### config.mk
export PLATFORM = sky130hd
export DESIGN_NAME = buzzer_alarm
export DESIGN_NICKNAME = d
export VERILOG_FILES = /design/src/rtl/buzzer_alarm.sv
export SDC_FILE = /design/constraint.sdc
export NUM_CORES = 1
export LEC_CHECK = 0
export ABC_CLOCK_PERIOD_IN_PS = 2900
export CORE_MARGIN = 5
export CORE_UTILIZATION = 45
export DETAILED_ROUTE_END_ITERATION = 16
export SKIP_LAST_GASP = 1
export SYNTH_ARGS = -nofsm -noshare
export SYNTH_HDL_FRONTEND = slang
export SYNTH_SLANG_ARGS = --single-unit
### constraint.sdc
create_clock -name clk -period 2.9 [get_ports clk]
set_clock_uncertainty 0.2 [all_clocks]
set_input_delay 0.87 -clock clk [delete_from_list [all_inputs] [get_ports clk]]
set_output_delay 0.87 -clock clk [all_outputs]
set_load 0.01 [all_outputs]
### src/rtl/buzzer_alarm.sv
// Attempt-driven alarm sounder: once the failed-attempt count reaches THRESH it plays
// ON/OFF beep bursts (N_BEEPS times, or continuously) on an active or passive buzzer.
module buzzer_alarm #(
    parameter int CNT_W   = 2,
    parameter int THRESH  = 3,
    parameter int CLK_HZ  = 50_000_000,
    parameter int TONE_HZ = 2_000,
    parameter int ON_MS   = 200,
    parameter int OFF_MS  = 100,
    parameter int N_BEEPS = 3,
    parameter int PASSIVE = 1
) (
    input  logic             clk,
    input  logic             rst_n,
    input  logic [CNT_W-1:0] attempts,
    input  logic             enable,
    input  logic             ack,
    output logic             buzz,
    output logic             active,
    output logic             done
);

    localparam int ON_CYC   = CLK_HZ / 1000 * ON_MS;
    localparam int OFF_CYC  = CLK_HZ / 1000 * OFF_MS;
    localparam int HALF_RAW = CLK_HZ / (2 * TONE_HZ);
    localparam int HALF     = (HALF_RAW < 1) ? 1 : HALF_RAW;
    localparam int MAX_CYC  = (ON_CYC > OFF_CYC) ? ON_CYC : OFF_CYC;
    localparam int TW       = (MAX_CYC > 1) ? $clog2(MAX_CYC) : 1;
    localparam int HW       = (HALF > 1) ? $clog2(HALF) : 1;
    localparam int BW       = (N_BEEPS > 0) ? $clog2(N_BEEPS + 1) : 1;

    localparam logic [CNT_W-1:0] THR        = CNT_W'(THRESH);
    localparam logic [TW-1:0]    ON_LAST    = TW'(ON_CYC - 1);
    localparam logic [TW-1:0]    OFF_LAST   = TW'(OFF_CYC - 1);
    localparam logic [HW-1:0]    HALF_LAST  = HW'(HALF - 1);
    localparam logic [BW-1:0]    LAST_BEEP  = BW'((N_BEEPS > 0) ? N_BEEPS - 1 : 0);
    localparam logic             CONTINUOUS = (N_BEEPS == 0);
    localparam logic             TONE       = (PASSIVE != 0);

    typedef enum logic [1:0] {
        IDLE     = 2'd0,
        BEEP_ON  = 2'd1,
        BEEP_OFF = 2'd2,
        HOLD     = 2'd3
    } state_t;

    state_t          state_r, state_s;
    logic [TW-1:0]   tcnt_r, tcnt_s;
    logic [HW-1:0]   hcnt_r, hcnt_s;
    logic [BW-1:0]   bcnt_r, bcnt_s;
    logic            buzz_r, buzz_s;
    logic            active_r, done_r;
    logic            level_s, trig_s;

    assign level_s = (attempts >= THR);
    assign trig_s  = enable & level_s;

    // Next-state, phase timers and next buzz level (outputs follow the next state).
    always_comb begin
        state_s = state_r;
        tcnt_s  = tcnt_r;
        hcnt_s  = hcnt_r;
        bcnt_s  = bcnt_r;
        buzz_s  = 1'b0;
        if (!enable) begin
            state_s = IDLE;
            tcnt_s  = '0;
            hcnt_s  = '0;
            bcnt_s  = '0;
        end else begin
            case (state_r)
                IDLE: begin
                    if (trig_s) begin
                        state_s = BEEP_ON;
                        tcnt_s  = '0;
                        hcnt_s  = '0;
                        bcnt_s  = '0;
                        buzz_s  = 1'b1;
                    end else begin
                        state_s = IDLE;
                    end
                end
                BEEP_ON: begin
                    if (ack) begin
                        state_s = HOLD;
                        tcnt_s  = '0;
                        hcnt_s  = '0;
                    end else if (tcnt_r == ON_LAST) begin
                        tcnt_s  = '0;
                        hcnt_s  = '0;
                        // a continuous alarm stops at the burst boundary once attempts drop
                        if (CONTINUOUS && !level_s) begin
                            state_s = IDLE;
                        end else begin
                            state_s = BEEP_OFF;
                        end
                    end else begin
                        tcnt_s = tcnt_r + 1'b1;
                        if (!TONE) begin
                            buzz_s = 1'b1;
                        end else if (hcnt_r == HALF_LAST) begin
                            hcnt_s = '0;
                            buzz_s = ~buzz_r;
                        end else begin
                            hcnt_s = hcnt_r + 1'b1;
                            buzz_s = buzz_r;
                        end
                    end
                end
                BEEP_OFF: begin
                    if (ack) begin
                        state_s = HOLD;
                        tcnt_s  = '0;
                    end else if (tcnt_r == OFF_LAST) begin
                        tcnt_s = '0;
                        hcnt_s = '0;
                        if (!CONTINUOUS && bcnt_r == LAST_BEEP) begin
                            state_s = HOLD;
                        end else if (CONTINUOUS && !level_s) begin
                            state_s = IDLE;
                        end else begin
                            state_s = BEEP_ON;
                            bcnt_s  = CONTINUOUS ? bcnt_r : bcnt_r + 1'b1;
                            buzz_s  = 1'b1;
                        end
                    end else begin
                        tcnt_s = tcnt_r + 1'b1;
                    end
                end
                HOLD: begin
                    if (!level_s) begin
                        state_s = IDLE;
                    end else begin
                        state_s = HOLD;
                    end
                end
                default: begin
                    state_s = IDLE;
                    tcnt_s  = '0;
                    hcnt_s  = '0;
                    bcnt_s  = '0;
                end
            endcase
        end
    end

    // State, timers and registered outputs.
    always_ff @(posedge clk or negedge rst_n) begin
        if (!rst_n) begin
            state_r  <= IDLE;
            tcnt_r   <= '0;
            hcnt_r   <= '0;
            bcnt_r   <= '0;
            buzz_r   <= 1'b0;
            active_r <= 1'b0;
            done_r   <= 1'b0;
        end else begin
            state_r  <= state_s;
            tcnt_r   <= tcnt_s;
            hcnt_r   <= hcnt_s;
            bcnt_r   <= bcnt_s;
            buzz_r   <= buzz_s;
            active_r <= (state_s == BEEP_ON) || (state_s == BEEP_OFF);
            done_r   <= (state_s == HOLD);
        end
    end

    assign buzz   = buzz_r;
    assign active = active_r;
    assign done   = done_r;

endmodule

==> results of run 1 <==
[final timing paths]
| kind | start | end | slack (ns) | depth (start not counted) |
|---|---|---|---|---|
| min in group asynchronous | rst_n | tcnt_r[6]$_DFFE_PN0P_ | 0.35 | 1 |
| max in group asynchronous | rst_n | tcnt_r[22]$_DFFE_PN0P_ | 1.63 | 2 |
| worst min register to register | hcnt_r[7]$_DFFE_PN0P_ | hcnt_r[7]$_DFFE_PN0P_ | 0.28 | 1 |
| worst max-delay path | tcnt_r[8]$_DFFE_PN0P_ | tcnt_r[13]$_DFFE_PN0P_ | 0.15 | 8 |
| worst min-delay path | hcnt_r[7]$_DFFE_PN0P_ | hcnt_r[7]$_DFFE_PN0P_ | 0.28 | 1 |
| worst max register to register | tcnt_r[8]$_DFFE_PN0P_ | tcnt_r[13]$_DFFE_PN0P_ | 0.15 | 8 |
[registers in the layout (all words and copies together), names as in the netlist]
| register | count |
|---|---|
| active | 1 |
| bcnt_r | 2 |
| buzz | 1 |
| done | 1 |
| hcnt_r | 14 |
| state_r | 2 |
| tcnt_r | 24 |
[critical path, cell delays in order (launching register included)]
cell and delay [ns]:
dfrtp_1 0.39, or4b_1 0.53, or4_4 0.50, buf_4 0.16
o21ai_2 0.14, a21o_2 0.26, nor2_1 0.08, buf_4 0.17
a22o_1 0.20
[metal layers]
layer	global-route usage, %	share of wire, %	up-vias
li1	-	-	1164
met1	23.90	50	1123
met2	26.17	46	24
met3	2.886	2.5	6
met4	6.044	1.3	0
met5	0	0	-
[where the power goes]
| part | internal, mW | switching, mW | total [mW] |
|---|---|---|---|
| Combinational | 0.0365 | 0.0551 | 0.0915 |
| Clock | 0.171 | 0.237 | 0.408 |
| Sequential | 0.629 | 0.00218 | 0.631 |
[kinds of logic (layout without fill, tap and decap cells)]
group	count (synthesis)	count (layout)	synth area share [%]
flops	45	45	40.83
compound gates	72	72	17.65
mux	2	2	0.8166
fa+ha+maj	9	9	4.084
buf+inv	18	45	3.993
simple gates	144	144	28.81
xor+xnor	12	12	3.811
[what timing repair did]
item	in CTS	in global routing
setup buffers	0	0
gates resized for setup	0	2
setup endpoints to repair	0	1
[per-stage QoR]
step,util [%],setup slack (ns)
6_report,52.40,0.1525
5_1_grt,52.40,-0.02158
4_1_cts,52.27,0.05742
3_5_place_dp,50.76,-0.0003844
3_3_place_gp,50.76,0.03547
2_1_floorplan,-,0.1944
[area by class of cell]
class | instances | area, um2
multi-input cells | 239 | 1535
clock buffers | 5 | 68.82
flip-flops and latches | 45 | 1126
inverters | 8 | 30.03
fillers | 571 | 2835
clock inverters | 3 | 21.27
repair buffers | 29 | 245.2
well taps | 75 | 93.84
[layout by cell type (no fill, tap or decap), types with 4 or more instances in the layout]
| cell type | synthesis | layout |
|---|---|---|
| nand2_1 | 25 | 25 |
| nand3_1 | 16 | 16 |
| and2_1 | 4 | 4 |
| a21oi_1 | 7 | 7 |
| ha_1 | 9 | 9 |
| buf_4 | 1 | 20 |
| a22o_1 | 7 | 7 |
| nor2_1 | 30 | 29 |
| nand2b_1 | 5 | 5 |
| and3_1 | 10 | 10 |
| dfrtp_1 | 45 | 45 |
| o21ai_0 | 13 | 13 |
| xor2_1 | 11 | 11 |
| a31oi_1 | 4 | 4 |
| clkbuf_8 | 0 | 5 |
| o21ai_1 | 13 | 13 |
| clkdlybuf4s50_1 | 0 | 7 |
| nor3_1 | 9 | 9 |
| nor2b_1 | 10 | 10 |
| o31ai_1 | 12 | 12 |
| inv_1 | 8 | 8 |
| nand4_1 | 9 | 9 |
==> flow_summary.yaml, run 1 <==
status:
  run_status: "finished, final reports clean"
global_routing:
  grt-ovfl-total: 0
  grt_antenna_before_repair: 0
  grt_pass1_vias: 2197
  grt_pass1_wl_mm: 10.28
  grt_start_max_net_pins: 25
  grt_use_total_pct: 16.91
layout:
  design_area_um2: 3120
  syn_to_final_growth_pct: 13.16
  final_cells: 404
  n_antenna_cell: 0
  drive_above_1_share_pct: 14.59
  layout.nets: 343
yosys:
  yosys-top-cells-area: "dfrtp_1, ha_1, nor2_1"
  synthFlopType: "dfrtp_1"
  netlist_instances: 302
  yosysMostFrequentCell: "dfrtp_1"
  synth_edf_count: 0
  synthDistinctLibCells: 55
  ys_warn_count: 0
  synth_top_area_cell: "dfrtp_1"
  async_reset_ff_share_pct: 100.0
  synth_area_um2: 2758
  yosysTopAreaCellShare_pct: 40.83
  syn-num-nets: 317
  yosys-top-cells-count: "dfrtp_1, nor2_1, nand2_1"
  synth-seq-cells: 45
  ys_seq_area_share_pct: 40.83
  avgSynthCellArea_um2: 9.131
setup_path:
  cp.required_ns: 2.89
  worst-setup-path-type: "reg2reg"
  arrival_ns: 2.74
  worst-path-max-fanout: 8
  setup.worst_path.end_class: "flip-flop"
  cp-start-kind: "flip-flop"
die:
  row_count: 28
  die_x_um: 88.28
  dieArea_um2: 7793
  io_pins: 9
  initial_utilization_pct: 46.30
  core_um2: 5956
  die_y_um: 88.28
cts:
  hold_buffers: 0
  path_clk_slew_ns: 0.09
  insertion_delay_ns: 0.30
  cts_tree: "yes"
  cts_num_sinks: 45
  clk_path_buf_depth: 2
  cts_root_buffer: "clkbuf_8"
  htree_levels: 2
  cts_buffers: 5
timing:
  finalSetupTns_ns: 0
  relSlewSlack_pct: 62.17
  setup_violations: 0
  worst_slew_pin_slew_ns: 0.5674
  hold_viol_final: 0
  holdWs_ns: 0.2847
  timing.final.crit_share_pct: 94.74
  drv_slew: 0
  timing.final.crit_period_ns: 2.748
  timing.fmax_ghz: 0.3640
placement:
  post_dp_cell_area_um2: 3023
  io_buffers: 8
  dp_hpwl_mm: 4.398
  gp_congestion: 0.8105
  dp_cells: 396
power:
  power_mw: 1.131
  max-vdd-ir-drop_mv: 0.2211
  power_density_nw_per_um2: 362.4
  p_leak_nw: 1.333
routing:
  drtIter0Drc: 89
  routed_wl_mm: 6.126
  wl_per_cell_um: 15.16
  drt_first_pass_iters: 4
  vias: 2317
  ant_nets: 0
  drcViolationCount: 0
  via_per_inst: 5.735
flow_run:
  drv_cap: 0
worst_hold_path:
  hold_class: "reg2reg"
(Power assumes the default switching activity.)
==> run 2: changes to the inputs <==
--- a/config.mk
+++ b/config.mk
@@ -6,7 +6,6 @@
 export NUM_CORES = 1
 export LEC_CHECK = 0
 export ABC_CLOCK_PERIOD_IN_PS = 2900
-export CORE_MARGIN = 5
 export CORE_UTILIZATION = 45
 export DETAILED_ROUTE_END_ITERATION = 16
 export SKIP_LAST_GASP = 1
==> constraint.sdc (replaced) <==
create_clock -name clk -period 2.9 [get_ports clk]
set_clock_uncertainty 0.2 [all_clocks]
set_input_delay 0.87 -clock clk [delete_from_list [all_inputs] [get_ports clk]]
set_output_delay 0.87 -clock clk [all_outputs]
set_load 0.02 [all_outputs]
==> run 2 against run 1 <==
  * Register-to-register slack got worse by 0.09 ns
  * First-iteration DRC count is 38% higher
  * Power fell by 3.1%
  * Combinational power decreased by 4.8%
  * Clock power fell by 7.4%
  * Flip-flop and latch count stayed put
  * Routed wire length is 3.2% higher
  * Maximum frequency shrank 3.1%
  * Global-route usage is 4.3 points higher
  * Count of clock-buffer cells in the layout rose by 1
  * Largest cell class unchanged
==> flow_summary.yaml, run 2 (same netlist as run 1, synthesis figures left out) <==
status:
  run_status: "finished, final reports clean"
timing:
  relSlewSlack_pct: 62.47
  finalSetupTns_ns: 0
  timing.final.crit_share_pct: 97.80
  timing.final.crit_period_ns: 2.836
  hold_viol_final: 0
  drv_slew: 0
  rsz0062_at_grt: "false"
  setup_ws_ns: 0.06374
  worst_slew_pin_slew_ns: 0.5629
  setup_violations: 0
  timing.fmax_ghz: 0.3526
  holdWs_ns: 0.2929
die:
  die_x_um: 80.28
  initial_utilization_pct: 46.58
  dieArea_um2: 6445
  io_pins: 9
  die_y_um: 80.28
  row_count: 28
  core_um2: 5921
placement:
  gp_congestion: 0.7589
  io_buffers: 8
  dp_slack_ns: 0.04215
  dp_hpwl_mm: 4.569
setup_path:
  regToRegEndpoint: "active$_DFF_PN0_"
  r2r-start: "tcnt_r[8]$_DFFE_PN0P_"
  cp.required_ns: 2.88
  arrival_ns: 2.82
  setup.worst_path.end_class: "flip-flop"
  worst-setup-path-type: "reg2reg"
  reg2reg_slack_ns: 0.06
  r2r_cells: 7
  worst-path-max-fanout: 3
  cp-start-kind: "flip-flop"
cts:
  cts_buffers: 5
  clk_path_buf_depth: 2
  cts_num_sinks: 45
  cts_tree: "yes"
  path_clk_slew_ns: 0.09
  htree_levels: 2
  cts_setup_buffers: 0
  insertion_delay_ns: 0.29
  cts_root_buffer: "clkbuf_8"
routing:
  highest_layer: "met4"
  drt_first_pass_iters: 4
  routed_wl_mm: 6.324
  vias: 2304
  drtIter0Drc: 123
  wl_met2_mm: 2.959
  ant_nets: 0
  drcViolationCount: 0
  wl_met1_mm: 3.151
  via_per_inst: 5.717
  wl_met3_um: 147
  wl_per_cell_um: 15.69
layout:
  largest_reg_flops: 24
  layout.nets: 342
  n_antenna_cell: 0
  final_common_cell: "dfrtp_1"
  final_cell_mix: "dfrtp_1, nor2_1, nand2_1, buf_4, nand3_1"
  top_regs: "tcnt_r (24), hcnt_r (14)"
  drive_above_1_share_pct: 14.02
  fin_util_pct: 52.47
  top_register: "tcnt_r"
  syn_to_final_growth_pct: 12.66
power:
  power_density_nw_per_um2: 352.8
  power_frac_comb_pct: 8.0
  intPower_uw: 828.5
  max-vdd-ir-drop_mv: 0.2294
  power_frac_seq_pct: 57.6
  clkPwrFrac_pct: 34.5
  switching_share_pct: 24.41
  p_leak_nw: 1.328
  net-switching-power_uw: 267.6
worst_hold_path:
  min_path_cells: 1
  min_to: "hcnt_r[7]$_DFFE_PN0P_"
  min-delay-start: "hcnt_r[7]$_DFFE_PN0P_"
  hold_class: "reg2reg"
global_routing:
  grt_antenna_before_repair: 0
  grt_start_max_net_pins: 24
  grt_pass1_wl_mm: 10.61
  grt_pass1_vias: 2222
  grt-ovfl-total: 0
  grt_use_total_pct: 21.25
flow_run:
  drv_cap: 0
[run 2: changes by cell type in the layout (fill, tap and decap cells not counted), sizes merged]
cell      delta
buf          -1
clkbuf       +1
clkinv       +1
clkinvlp     -1
inv          -1
[run 2: area by class of cell]
class | instances | area [um2]
Fill cell | 543 | 2814
Multi-Input combinational cell | 239 | 1536
Sequential cell | 45 | 1126
Timing Repair Buffer | 28 | 237.7
Tap cell | 75 | 93.84
Clock buffer | 6 | 72.57
Inverter | 8 | 30.03
Clock inverter | 2 | 10.01
[run 2: worst max path at each step]
stage	startpoint	end	slack [ns]	cells after the start
global route	tcnt_r[8]$_DFFE_PN0P_	active$_DFF_PN0_	0.02	7
global placement	attempts[1]	tcnt_r[16]$_DFFE_PN0P_	0.06	8
detailed placement	attempts[1]	hcnt_r[9]$_DFFE_PN0P_	0.04	7
floorplan	tcnt_r[8]$_DFFE_PN0P_	active$_DFF_PN0_	0.19	7
finish	tcnt_r[8]$_DFFE_PN0P_	active$_DFF_PN0_	0.06	7
CTS	tcnt_r[8]$_DFFE_PN0P_	active$_DFF_PN0_	0.01	7
[run 2: what timing repair did]
action / in CTS / in global routing
resized for setup: 0 / 2
hold buffers: 0 / 0
hold endpoints to repair: 0 / 0
setup endpoints to repair: 0 / 3
[run 2: per-stage QoR]
step           power, mW  instance area, um2  instances
2_1_floorplan     0.6893                2758        302
3_3_place_gp      0.7315                3015        395
3_5_place_dp      0.7319                3015        395
4_1_cts            1.108                3098        403
5_1_grt            1.142                3107        403
6_report           1.096                3107        403
[run 2: worst max-delay path, stage by stage (launching register included)]
cell	delay, ns
dfrtp_1	0.39
or4b_1	0.55
or4_4	0.52
nor2_2	0.18
nor2_1	0.07
a2111oi_1	0.33
o31ai_1	0.17
ha_1	0.31
[run 2: power groups by stage]
stage                     registers [mW]  logic, mW  clock network, mW
after floorplan                    0.645     0.0444                  0
after global placement             0.644     0.0879                  0
after detailed placement           0.644     0.0882                  0
after CTS                          0.631     0.0886              0.388
after global routing               0.632     0.0981              0.412
final                              0.631     0.0871              0.378
[run 2: layer usage]
layer / up-vias / global-route usage [%]
li1: 1156 / -
met1: 1112 / 29.32
met2: 29 / 34.19
met3: 7 / 3.409
met4: 0 / 6.071
met5: - / 0
==> run 3: changes to the inputs <==
--- a/config.mk
+++ b/config.mk
@@ -7,8 +7,10 @@
 export LEC_CHECK = 0
 export ABC_CLOCK_PERIOD_IN_PS = 2900
 export CORE_UTILIZATION = 45
+export CTS_CLUSTER_SIZE = 40
 export DETAILED_ROUTE_END_ITERATION = 16
 export SKIP_LAST_GASP = 1
+export SLEW_MARGIN = 30
 export SYNTH_ARGS = -nofsm -noshare
 export SYNTH_HDL_FRONTEND = slang
 export SYNTH_SLANG_ARGS = --single-unit
==> results of run 3 <==
Same layout as run 2: the final DEF is identical, and so are final timing and power.
